**src/rtl/conv_mac_engine_pkg.sv**
```systemverilog
// Shared types, defaults and width helpers for the convolution MAC engine.
package conv_mac_engine_pkg;

    localparam int DEF_DATA_W = 8;
    localparam int DEF_TAPS   = 4;

    typedef enum logic [1:0] {
        ST_IDLE = 2'd0,
        ST_MAC  = 2'd1,
        ST_DONE = 2'd2
    } state_t;

    // Smallest accumulator that cannot overflow for the given operands/taps.
    function automatic int min_acc_w(input int data_w, input int taps);
        return 2 * data_w + $clog2(taps);
    endfunction

    // Number of readout bytes covering an ACC_W-bit result.
    function automatic int nbytes(input int acc_w);
        return (acc_w + 7) / 8;
    endfunction

    // Counter width able to index n items, never narrower than one bit.
    function automatic int ptr_w(input int n);
        return (n > 1) ? $clog2(n) : 1;
    endfunction

endpackage

```
**src/rtl/conv_mac_engine_if.sv**
```systemverilog
// Control, operand and readout bundle between a host and conv_mac_engine.
interface conv_mac_engine_if
    import conv_mac_engine_pkg::*;
#(
    parameter int DATA_W = DEF_DATA_W,
    parameter int TAPS   = DEF_TAPS,
    parameter int ACC_W  = min_acc_w(DATA_W, TAPS),
    localparam int NBYTES = nbytes(ACC_W),
    localparam int PTR_W  = ptr_w(NBYTES)
);
    logic                     start;
    logic                     signed_mode;
    logic                     clear;
    logic [TAPS*DATA_W-1:0]   data_in;
    logic [TAPS*DATA_W-1:0]   weights_in;
    logic                     busy;
    logic                     done;
    logic [ACC_W-1:0]         result;
    logic                     rd_en;
    logic [7:0]               rd_byte;
    logic [PTR_W-1:0]         rd_ptr;
    logic                     rd_wrap;

    modport master (
        output start, signed_mode, clear, data_in, weights_in, rd_en,
        input  busy, done, result, rd_byte, rd_ptr, rd_wrap
    );

    modport slave (
        input  start, signed_mode, clear, data_in, weights_in, rd_en,
        output busy, done, result, rd_byte, rd_ptr, rd_wrap
    );

endinterface

```
**src/rtl/conv_mac_engine_byte_reader.sv**
```systemverilog
// Byte-serial readout of the held result, LSB first, padded above ACC_W.
module conv_mac_engine_byte_reader
    import conv_mac_engine_pkg::*;
#(
    parameter int ACC_W = 18,
    localparam int NBYTES = nbytes(ACC_W),
    localparam int PTR_W  = ptr_w(NBYTES)
) (
    input  logic             clk,
    input  logic             rst_n,
    input  logic [ACC_W-1:0] result,
    input  logic             mode,
    input  logic             rd_en,
    input  logic             reload,
    output logic [7:0]       rd_byte,
    output logic [PTR_W-1:0] rd_ptr,
    output logic             wrap
);
    logic [NBYTES*8-1:0] ext;

    assign wrap = rd_en && (rd_ptr == PTR_W'(NBYTES - 1));

    // Byte pointer: reload (new result or clear) beats rd_en.
    always_ff @(posedge clk or negedge rst_n) begin
        if (!rst_n) begin
            rd_ptr <= '0;
        end else if (reload) begin
            rd_ptr <= '0;
        end else if (rd_en) begin
            rd_ptr <= wrap ? '0 : rd_ptr + 1'b1;
        end
    end

    // Pad the result to whole bytes (sign or zero) and select the current byte.
    always_comb begin
        ext              = {(NBYTES*8){mode & result[ACC_W-1]}};
        ext[ACC_W-1:0]   = result;
        rd_byte          = ext[rd_ptr*8 +: 8];
    end

endmodule

```
**src/rtl/conv_mac_engine.sv**
```systemverilog
// Sequential multi-tap dot-product engine: one shared multiplier, one MAC per cycle.
module conv_mac_engine
    import conv_mac_engine_pkg::*;
#(
    parameter int DATA_W = DEF_DATA_W,
    parameter int TAPS   = DEF_TAPS,
    parameter int ACC_W  = min_acc_w(DATA_W, TAPS)
) (
    input logic               clk,
    input logic               rst_n,
    conv_mac_engine_if.slave  bus
);
    localparam int IDX_W = ptr_w(TAPS);
    localparam int OW    = DATA_W + 1;
    localparam int PW    = 2 * OW;
    localparam int XW    = (ACC_W > PW) ? ACC_W : PW;

    state_t                 state_q, state_d;
    logic [TAPS*DATA_W-1:0] data_q, wts_q;
    logic                   mode_q;
    logic                   res_signed_q;
    logic [IDX_W-1:0]       idx_q;
    logic [ACC_W-1:0]       acc_q;
    logic [ACC_W-1:0]       result_q;
    logic                   done_q;

    logic [DATA_W-1:0]      d_sel, w_sel;
    logic signed [OW-1:0]   op_d, op_w;
    logic signed [PW-1:0]   prod;
    logic signed [XW-1:0]   prod_x;
    logic [ACC_W-1:0]       prod_ext;
    logic                   last_tap;

    assign last_tap    = (idx_q == IDX_W'(TAPS - 1));
    assign bus.busy    = (state_q != ST_IDLE);
    assign bus.done    = done_q;
    assign bus.result  = result_q;

    // State register.
    always_ff @(posedge clk or negedge rst_n) begin
        if (!rst_n) state_q <= ST_IDLE;
        else        state_q <= state_d;
    end

    // Next-state logic; clear overrides everything, including a same-cycle start.
    always_comb begin
        state_d = state_q;
        if (bus.clear) begin
            state_d = ST_IDLE;
        end else begin
            case (state_q)
                ST_IDLE: if (bus.start) state_d = ST_MAC;
                ST_MAC:  if (last_tap)  state_d = ST_DONE;
                ST_DONE: state_d = ST_IDLE;
                default: state_d = ST_IDLE;
            endcase
        end
    end

    // Shared multiplier: operands widened by one bit so signed and unsigned
    // products both come out of a single signed multiply.
    always_comb begin
        d_sel    = data_q[idx_q*DATA_W +: DATA_W];
        w_sel    = wts_q[idx_q*DATA_W +: DATA_W];
        op_d     = mode_q ? {d_sel[DATA_W-1], d_sel} : {1'b0, d_sel};
        op_w     = mode_q ? {w_sel[DATA_W-1], w_sel} : {1'b0, w_sel};
        prod     = op_d * op_w;
        prod_x   = XW'(prod);
        prod_ext = prod_x[ACC_W-1:0];
    end

    // Operand snapshot, accumulation, result hold and done pulse.
    always_ff @(posedge clk or negedge rst_n) begin
        if (!rst_n) begin
            data_q       <= '0;
            wts_q        <= '0;
            mode_q       <= 1'b0;
            res_signed_q <= 1'b0;
            idx_q        <= '0;
            acc_q        <= '0;
            result_q     <= '0;
            done_q       <= 1'b0;
        end else if (bus.clear) begin
            idx_q        <= '0;
            acc_q        <= '0;
            result_q     <= '0;
            res_signed_q <= 1'b0;
            done_q       <= 1'b0;
        end else begin
            done_q <= 1'b0;
            case (state_q)
                ST_IDLE: begin
                    if (bus.start) begin
                        data_q <= bus.data_in;
                        wts_q  <= bus.weights_in;
                        mode_q <= bus.signed_mode;
                        acc_q  <= '0;
                        idx_q  <= '0;
                    end
                end
                ST_MAC: begin
                    acc_q <= acc_q + prod_ext;
                    idx_q <= idx_q + 1'b1;
                end
                ST_DONE: begin
                    result_q     <= acc_q;
                    res_signed_q <= mode_q;
                    done_q       <= 1'b1;
                end
                default: ;
            endcase
        end
    end

    // Padding follows the mode of the run that produced the held result,
    // so a new run's mode cannot alter readout of the old result mid-MAC.
    conv_mac_engine_byte_reader #(
        .ACC_W (ACC_W)
    ) u_reader (
        .clk     (clk),
        .rst_n   (rst_n),
        .result  (result_q),
        .mode    (res_signed_q),
        .rd_en   (bus.rd_en),
        .reload  (bus.clear || (state_q == ST_DONE)),
        .rd_byte (bus.rd_byte),
        .rd_ptr  (bus.rd_ptr),
        .wrap    (bus.rd_wrap)
    );

endmodule

```
**src/flat_wrapper.sv**
```systemverilog
// flat-port wrapper written by rule: the top's interface ports become plain ports
module conv_mac_engine_flat import conv_mac_engine_pkg::*;
#(
    parameter int DATA_W = DEF_DATA_W,
    parameter int TAPS   = DEF_TAPS,
    parameter int ACC_W  = min_acc_w(DATA_W, TAPS)
)
  (clk, rst_n, bus_start, bus_signed_mode, bus_clear, bus_data_in, bus_weights_in, bus_rd_en, bus_busy, bus_done, bus_result, bus_rd_byte, bus_rd_ptr, bus_rd_wrap);
  conv_mac_engine_if #(.DATA_W(DATA_W), .TAPS(TAPS), .ACC_W(ACC_W)) bus_i ();
  input logic clk;
  input logic rst_n;
  input wire logic [$bits(bus_i.start)-1:0] bus_start;
  input wire logic [$bits(bus_i.signed_mode)-1:0] bus_signed_mode;
  input wire logic [$bits(bus_i.clear)-1:0] bus_clear;
  input wire logic [$bits(bus_i.data_in)-1:0] bus_data_in;
  input wire logic [$bits(bus_i.weights_in)-1:0] bus_weights_in;
  input wire logic [$bits(bus_i.rd_en)-1:0] bus_rd_en;
  output wire logic [$bits(bus_i.busy)-1:0] bus_busy;
  output wire logic [$bits(bus_i.done)-1:0] bus_done;
  output wire logic [$bits(bus_i.result)-1:0] bus_result;
  output wire logic [$bits(bus_i.rd_byte)-1:0] bus_rd_byte;
  output wire logic [$bits(bus_i.rd_ptr)-1:0] bus_rd_ptr;
  output wire logic [$bits(bus_i.rd_wrap)-1:0] bus_rd_wrap;
  assign bus_i.start = bus_start;
  assign bus_i.signed_mode = bus_signed_mode;
  assign bus_i.clear = bus_clear;
  assign bus_i.data_in = bus_data_in;
  assign bus_i.weights_in = bus_weights_in;
  assign bus_i.rd_en = bus_rd_en;
  assign bus_busy = bus_i.busy;
  assign bus_done = bus_i.done;
  assign bus_result = bus_i.result;
  assign bus_rd_byte = bus_i.rd_byte;
  assign bus_rd_ptr = bus_i.rd_ptr;
  assign bus_rd_wrap = bus_i.rd_wrap;
  conv_mac_engine #(.DATA_W(DATA_W), .TAPS(TAPS), .ACC_W(ACC_W)) u_core (.clk(clk), .rst_n(rst_n), .bus(bus_i));
endmodule
```
**config.mk**
```make
export PLATFORM = sky130hd
export DESIGN_NAME = conv_mac_engine_flat
export DESIGN_NICKNAME = d
export VERILOG_FILES = /design/src/rtl/conv_mac_engine_pkg.sv /design/src/rtl/conv_mac_engine_if.sv /design/src/rtl/conv_mac_engine_byte_reader.sv /design/src/rtl/conv_mac_engine.sv /design/src/flat_wrapper.sv
export SDC_FILE = /design/constraint.sdc
export NUM_CORES = 1
export LEC_CHECK = 0
export BUFFER_PORTS_ARGS = -buffer_cell sky130_fd_sc_hd__buf_2
export CAP_MARGIN = 20
export CORE_MARGIN = 3
export CORE_UTILIZATION = 60
export CTS_CLUSTER_DIAMETER = 60
export DETAILED_ROUTE_END_ITERATION = 12
export HOLD_SLACK_MARGIN = 0.15
export PLACE_DENSITY_LB_ADDON = 0.2
export SKIP_CTS_REPAIR_TIMING = 1
export SLEW_MARGIN = 20
export SYNTH_ARGS = -nofsm -noshare
export SYNTH_HDL_FRONTEND = slang
export SYNTH_HIERARCHICAL = 1
export SYNTH_SLANG_ARGS = --single-unit
```
**constraint.sdc**
```tcl
create_clock -name clk -period 6.75 [get_ports clk]
set_input_delay 0.3375 -clock clk [delete_from_list [all_inputs] [get_ports clk]]
set_output_delay 0.3375 -clock clk [all_outputs]
set_load 0.01 [all_outputs]
```
==> results of run 1 <==
==> per-layer routing <==
metal	global-route usage, %	wire [um]	vias up	part of all wire [%]
li1	-	-	2575	-
met1	32.57	7460	2779	44
met2	40.03	8145	194	48
met3	4.346	940	24	5.6
met4	7.612	283	0	1.7
met5	0	0	-	0
==> worst max-delay path, delay by kind of cell, from the launching register on <==
| kind | cells | cell delay [ps] |
|---|---|---|
| buffers and inverters | 3 | 180 |
| AND/OR/NAND/NOR | 5 | 1030 |
| multiplexers | 1 | 680 |
| flip-flops | 1 | 640 |
| AO/OA/AOI/OAI | 4 | 830 |
| adder cells (fa/ha/maj) | 6 | 2840 |
==> worst max path at each step <==
stage	startpoint	to	slack [ps]	cells after the start
2_1_floorplan	u_core/idx_q[0]	u_core/acc_q[16]	980	21
3_3_place_gp	u_core/idx_q[0]	u_core/acc_q[16]	720	20
3_5_place_dp	u_core/idx_q[0]	u_core/acc_q[16]	530	19
4_1_cts	u_core/idx_q[0]	u_core/acc_q[16]	430	19
5_1_grt	u_core/idx_q[0]	u_core/acc_q[16]	170	19
6_report	u_core/idx_q[0]	u_core/acc_q[16]	430	19
==> logic make-up (layout without fill, tap and decap cells) <==
| kind of cell | Yosys count | after routing |
|---|---|---|
| buffers and inverters | 164 | 264 |
| and+or+nand+nor | 138 | 138 |
| adders and majority gates | 132 | 132 |
| DFF | 109 | 109 |
| AOI/OAI and AO/OA | 84 | 84 |
| muxes | 83 | 83 |
| xor gates and xnor gates | 20 | 20 |
==> area by class of cell <==
type / instances / area, um2 / share of cell area [%]
Timing Repair Buffer: 109 / 573.1 / 6.196
Inverter: 139 / 521.8 / 5.641
Multi-Input combinational cell: 457 / 4892 / 52.90
Clock buffer: 10 / 239.0 / 2.584
Sequential cell: 109 / 2728 / 29.49
Tap cell: 176 / 220.2 / 2.381
Clock inverter: 6 / 75.07 / 0.8117
==> cell usage in the layout, fill, tap and decap left out, drive strengths merged, types with 3 or more instances in the layout <==
cell type / count
inv: 143
dfrtp: 109
buf: 108
fa: 84
mux2: 65
nand2: 62
ha: 48
and2: 28
a22o: 25
o21ai: 18
nor2: 17
mux4: 16
xnor2: 14
clkbuf: 10
a21oi: 10
nand3b: 7
xor2: 6
o311ai: 6
nand2b: 5
or3: 4
a32o: 4
o21bai: 3
nor3: 3
a21boi: 3
==> through the flow <==
step / setup slack (ps) / utilization [%]
2_1_floorplan: 979.2 / -
3_3_place_gp: 715.8 / 66.82
3_5_place_dp: 533.2 / 66.86
4_1_cts: 428.9 / 69.22
5_1_grt: 166.0 / 69.29
6_report: 428.0 / 69.29
==> sequential cells by signal, summed over array words and instances (netlist names) <==
register,cells
u_core/u_reader/rd_ptr,2
u_core/acc_q,18
u_core/res_signed_q,1
u_core/mode_q,1
u_core/state_q,2
u_core/idx_q,2
u_core/bus.result,18
u_core/wts_q,32
u_core/data_q,32
u_core/bus.done,1
==> run metrics, run 1 <==
antenna violations before repair=0; Area Overhead vs Synth=12.15%; post-layout instance area=9249 um2; library cell contributing the largest single delay on the critical path=mux4_2; total congestion overflow=0; worst-case clock buffer depth=2; fraction of final layout cells with drive strength greater than 1=25.66%; Clock Pin Slew Worst Setup and Hold Paths=70 ps; Post-Syn Instances=730; clock skew=9.454 ps; TritonCTS clock tree=yes; arithmetic-cell share of the synthesized area counting full adders, half adders and majority gates=27.67%; post-synthesis sequential area ratio=33.08%; run status=finished clean; std cell rows=42; most frequent cell after synthesis=inv_1; time the worst path needs with I/O delays and setup=6322 ps; input/output buffers=100; TritonCTS buffer count=9; cell mode on critical path=fa_1; Min-Delay Endpoint=u_core/data_q[6]; violation count after the first detailed-routing iteration=344; slowest cell delay on critical path=680 ps; initial cell density of the core=61.78%; arrival time reported for the critical path endpoint=6570 ps; clock tree sinks=109; total wire length=16.83 mm; synth warn=6; vias after detailed routing=5572; maximum number of pins on one net before global-route repair=72; final setup fails=0; number of synthesized flops with an enable pin=0; area share of xor/xnor cells in the synthesized design=2.124%; endpoint of the worst register-to-register path=u_core/acc_q[16]; top cells by area, synth=dfrtp_1 (33%), fa_1 (20%), mux2_2 (8.9%); Placement Cell Area=8925 um2; total iterations of the first detailed-routing run=4; core region area=13350 um2; RR Startpoint=u_core/idx_q[0]; Clock Latency Late Sink=360 ps; dominant combinational cell family by area after synthesis=adder cells; reg2reg setup slack=430 ps; post-synthesis sequential element count=109; CTS H-tree depth=3; type of destination of the critical path=flip-flop; Synthesized Nets=932; Setup Crit Path Kind=reg2reg; number of endpoints with negative hold slack in the final report=0; maximum operating frequency=0.1582 GHz; Die Area=15190 um2; Min-Delay Path Depth=2; worst reg-to-reg path cell count=19; Tot GR Track Use=24.10%; total of max-cap violations=0; Worst Hold Class=in2reg; die height=123.2 um; fraction of the mapped netlist area in compound gates=7.510%; cell taking the most area after synthesis=dfrtp_1; async set-reset flop share out of synthesis=100.0%; slew at the pin with the worst max-slew slack=880.1 ps; Post-Route Hold Slack=206.5 ps; most instantiated flip-flop cell in the synthesis netlist=dfrtp_1; n_diodes=0; Avg Inst Size Synth=11.30 um2; root buffer cell=clkbuf_16; chain of cells forming the critical path=mux4_2, and2_1, nand2_1, inv_1, fa_1, fa_1, fa_1, fa_1, inv_1, fa_1, inv_1, ha_1, a21oi_1, nand2_1, nand2b_1, a31o_1, a31oi_1, or3_1, a32o_1; Distinct cells, synth=52; fraction of synthesized area in multiplexers=13.49%; post-synthesis share of cell area spent on and, or, nand and nor gates=8.314%; filler-free cell count of the finished design=1006; crit path max fanout=11; Top-Level Pins=101; Cells after DPL=989; critical path data required time=6990 ps; share of the clock period used by the worst path=93.66%; via count normalized by instance count=5.539; unrepaired setup endpoints after global routing=false; post-synth top area share=33.08%; routability congestion estimate=1.028; Fill cells=970; Netlist Area Pre-Place=8247 um2; Final ANT Viol Nets=0; detailed-placement wirelength estimate=13.45 mm; DIE WIDTH=123.2 um; vias in the first global route=5816; number of nets in the final layout=1027; most used standard cells in the synthesized netlist=inv_1 (139), dfrtp_1 (109), fa_1 (84), mux2_2 (65), nand2_1 (62); startpoint type of the worst setup path=flip-flop; Slew Limit Headroom=41.32%; Worst Hold Launch=bus_data_in[6]; DRC errors left=0; first-pass GRT wire length=28.59 mm; final-layout setup total negative slack=0 ps; number of pins with negative max-slew slack in the final report=0; WL/cell=16.73 um
Power of run 1 is left out: the tool's default activity adds up to more than one toggle a clock period on the data nets, which glitch-free logic cannot reach.
==> run 2: changes to the inputs <==
Settings changed: PLACE_DENSITY from default to 0.82, PLACE_DENSITY_LB_ADDON 0.2 to default, RECOVER_POWER from default to 100.
==> run 2 against run 1 <==
Compared with the run above:
- the flow now finishes with violations (capacitance limit, slew limit)
- via count barely moved
- die area unchanged
- hold slack got worse by 5.1 ps
- non-clock buffer count stayed put
- count of clock-buffer cells in the layout did not move
- fmax is 0.84% lower
- global-route usage grew 0.33 points
- critical path type unchanged
==> run metrics, run 2 (synthesis results as in run 1) <==
maximum number of pins on one net before global-route repair=73; TritonCTS clock tree=yes; Setup Crit Path Kind=reg2reg; initial cell density of the core=61.78%; global routing met1 resource utilization=32.34%; std cell rows=42; core region area=13350 um2; number of nets in the final layout=1027; Final ANT Viol Nets=0; Clock Latency Late Sink=360 ps; DRC errors left=0; share of the clock period used by the worst path=94.45%; die height=123.2 um; type of destination of the critical path=flip-flop; global-route track usage on met2=41.49%; WL/cell=16.84 um; library cell contributing the largest single delay on the critical path=mux4_2; first-pass GRT wire length=28.87 mm; fraction of final layout cells with drive strength greater than 1=20.84%; n_diodes=0; biggest regs=u_core/data_q: 32 flops, u_core/wts_q: 32 flops; routability congestion estimate=1.043; cell mode on critical path=fa_1; number of pins with negative max-slew slack in the final report=200; maximum operating frequency=0.1569 GHz; TritonCTS buffer count=9; time the worst path needs with I/O delays and setup=6375 ps; Top-Level Pins=101; Worst Hold Class=in2reg; detailed-placement wirelength estimate=13.82 mm; vias after detailed routing=5569; startpoint type of the worst setup path=flip-flop; Tot GR Track Use=24.43%; input/output buffers=100; total of max-cap violations=4; crit path max fanout=11; violation count after the first detailed-routing iteration=307; most used routing layer=met2; clock tree sinks=109; via count normalized by instance count=5.536; arrival time reported for the critical path endpoint=6600 ps; total iterations of the first detailed-routing run=7; clock skew=9.151 ps; number of endpoints with negative hold slack in the final report=0; critical path data required time=6980 ps; slowest cell delay on critical path=680 ps; final-layout setup total negative slack=0 ps; met3 Usage GRT=4.300%; run status=finished with violations; CTS H-tree depth=3; vias in the first global route=5915; slew at the pin with the worst max-slew slack=3661 ps; unrepaired setup endpoints after global routing=false; Die Area=15190 um2; final setup fails=0; chain of cells forming the critical path=mux4_2, and2_0, nand2_1, inv_1, fa_1, fa_1, fa_1, fa_1, inv_1, fa_1, inv_1, ha_1, a21oi_1, nor2_1, nor3_1, o31ai_1, o31ai_1, xor2_1, o21ai_0; Clock Pin Slew Worst Setup and Hold Paths=80 ps; DIE WIDTH=123.2 um; most common cell after layout, fill and taps aside=inv_1; Slew Limit Headroom=-144.1%; total wire length=16.94 mm; antenna violations before repair=0; total congestion overflow=0; root buffer cell=clkbuf_16; worst-case clock buffer depth=2; Area Overhead vs Synth=10.92%; violated checks=capacitance limit, slew limit; top library cells by usage in the layout, fill and taps aside=inv_1 (139), dfrtp_1 (109), fa_1 (84)
## run 2: cell count changes in the layout (fill, tap and decap cells not counted), moves of 2 or more
cell      delta
and2_0       +2
and2_1       -2
buf_2       -31
buf_4        -5
clkbuf_1    +37
## run 2: per-layer routing
metal	part of all wire (%)	routed length (um)	vias to the layer above
met5	0	0	-
li1	-	-	2582
met1	43	7307	2762
met2	49	8240	189
met3	5.9	993	36
met4	2.4	401	0
## run 2: final cells by class
type                       instances  area (um2)
clock inverter                     6       62.56
timing repair buffer             109       515.5
clock buffer                      10       229.0
sequential                       109        2728
tap                              176       220.2
fill                             994        4200
inverter                         139       521.8
multi-input combinational        457        4871
## run 2: through the flow
step           util (%)  hold WS (ps)  worst slack (ps)  cell area [um2]  instances
2_1_floorplan         -         41.91             979.2             8247        730
3_3_place_gp      66.82         315.4             740.4             8919        989
3_5_place_dp      66.82         314.1             492.4             8919        989
4_1_cts           69.00        -67.77             471.4             9210       1005
5_1_grt           68.53         188.1             105.6             9148       1006
6_report          68.53         201.4             374.6             9148       1006
## run 2: final timing paths
check,start,end,slack [ps],depth (start not counted)
setup / recovery,u_core/idx_q[0],u_core/acc_q[15],370,19
setup reg to reg,u_core/idx_q[0],u_core/acc_q[15],370,19
max in group asynchronous,rst_n,u_core/data_q[15],1450,3
hold reg to reg,u_core/data_q[10],u_core/data_q[10],510,1
hold / removal,bus_data_in[14],u_core/data_q[14],200,2
min in group asynchronous,rst_n,u_core/bus.result[2],1040,2
## run 2: worst max-delay path: cells and delay by family, from the launching register on
kind                     cells  cell delay, ps
buffers and inverters        3             190
XOR/XNOR                     1             200
adder cells (fa/ha/maj)      6            2870
AND/OR/NAND/NOR              4             740
AO/OA/AOI/OAI                4             940
multiplexers                 1             680
flip-flops                   1             630
Power of run 2 is left out for the same reason.
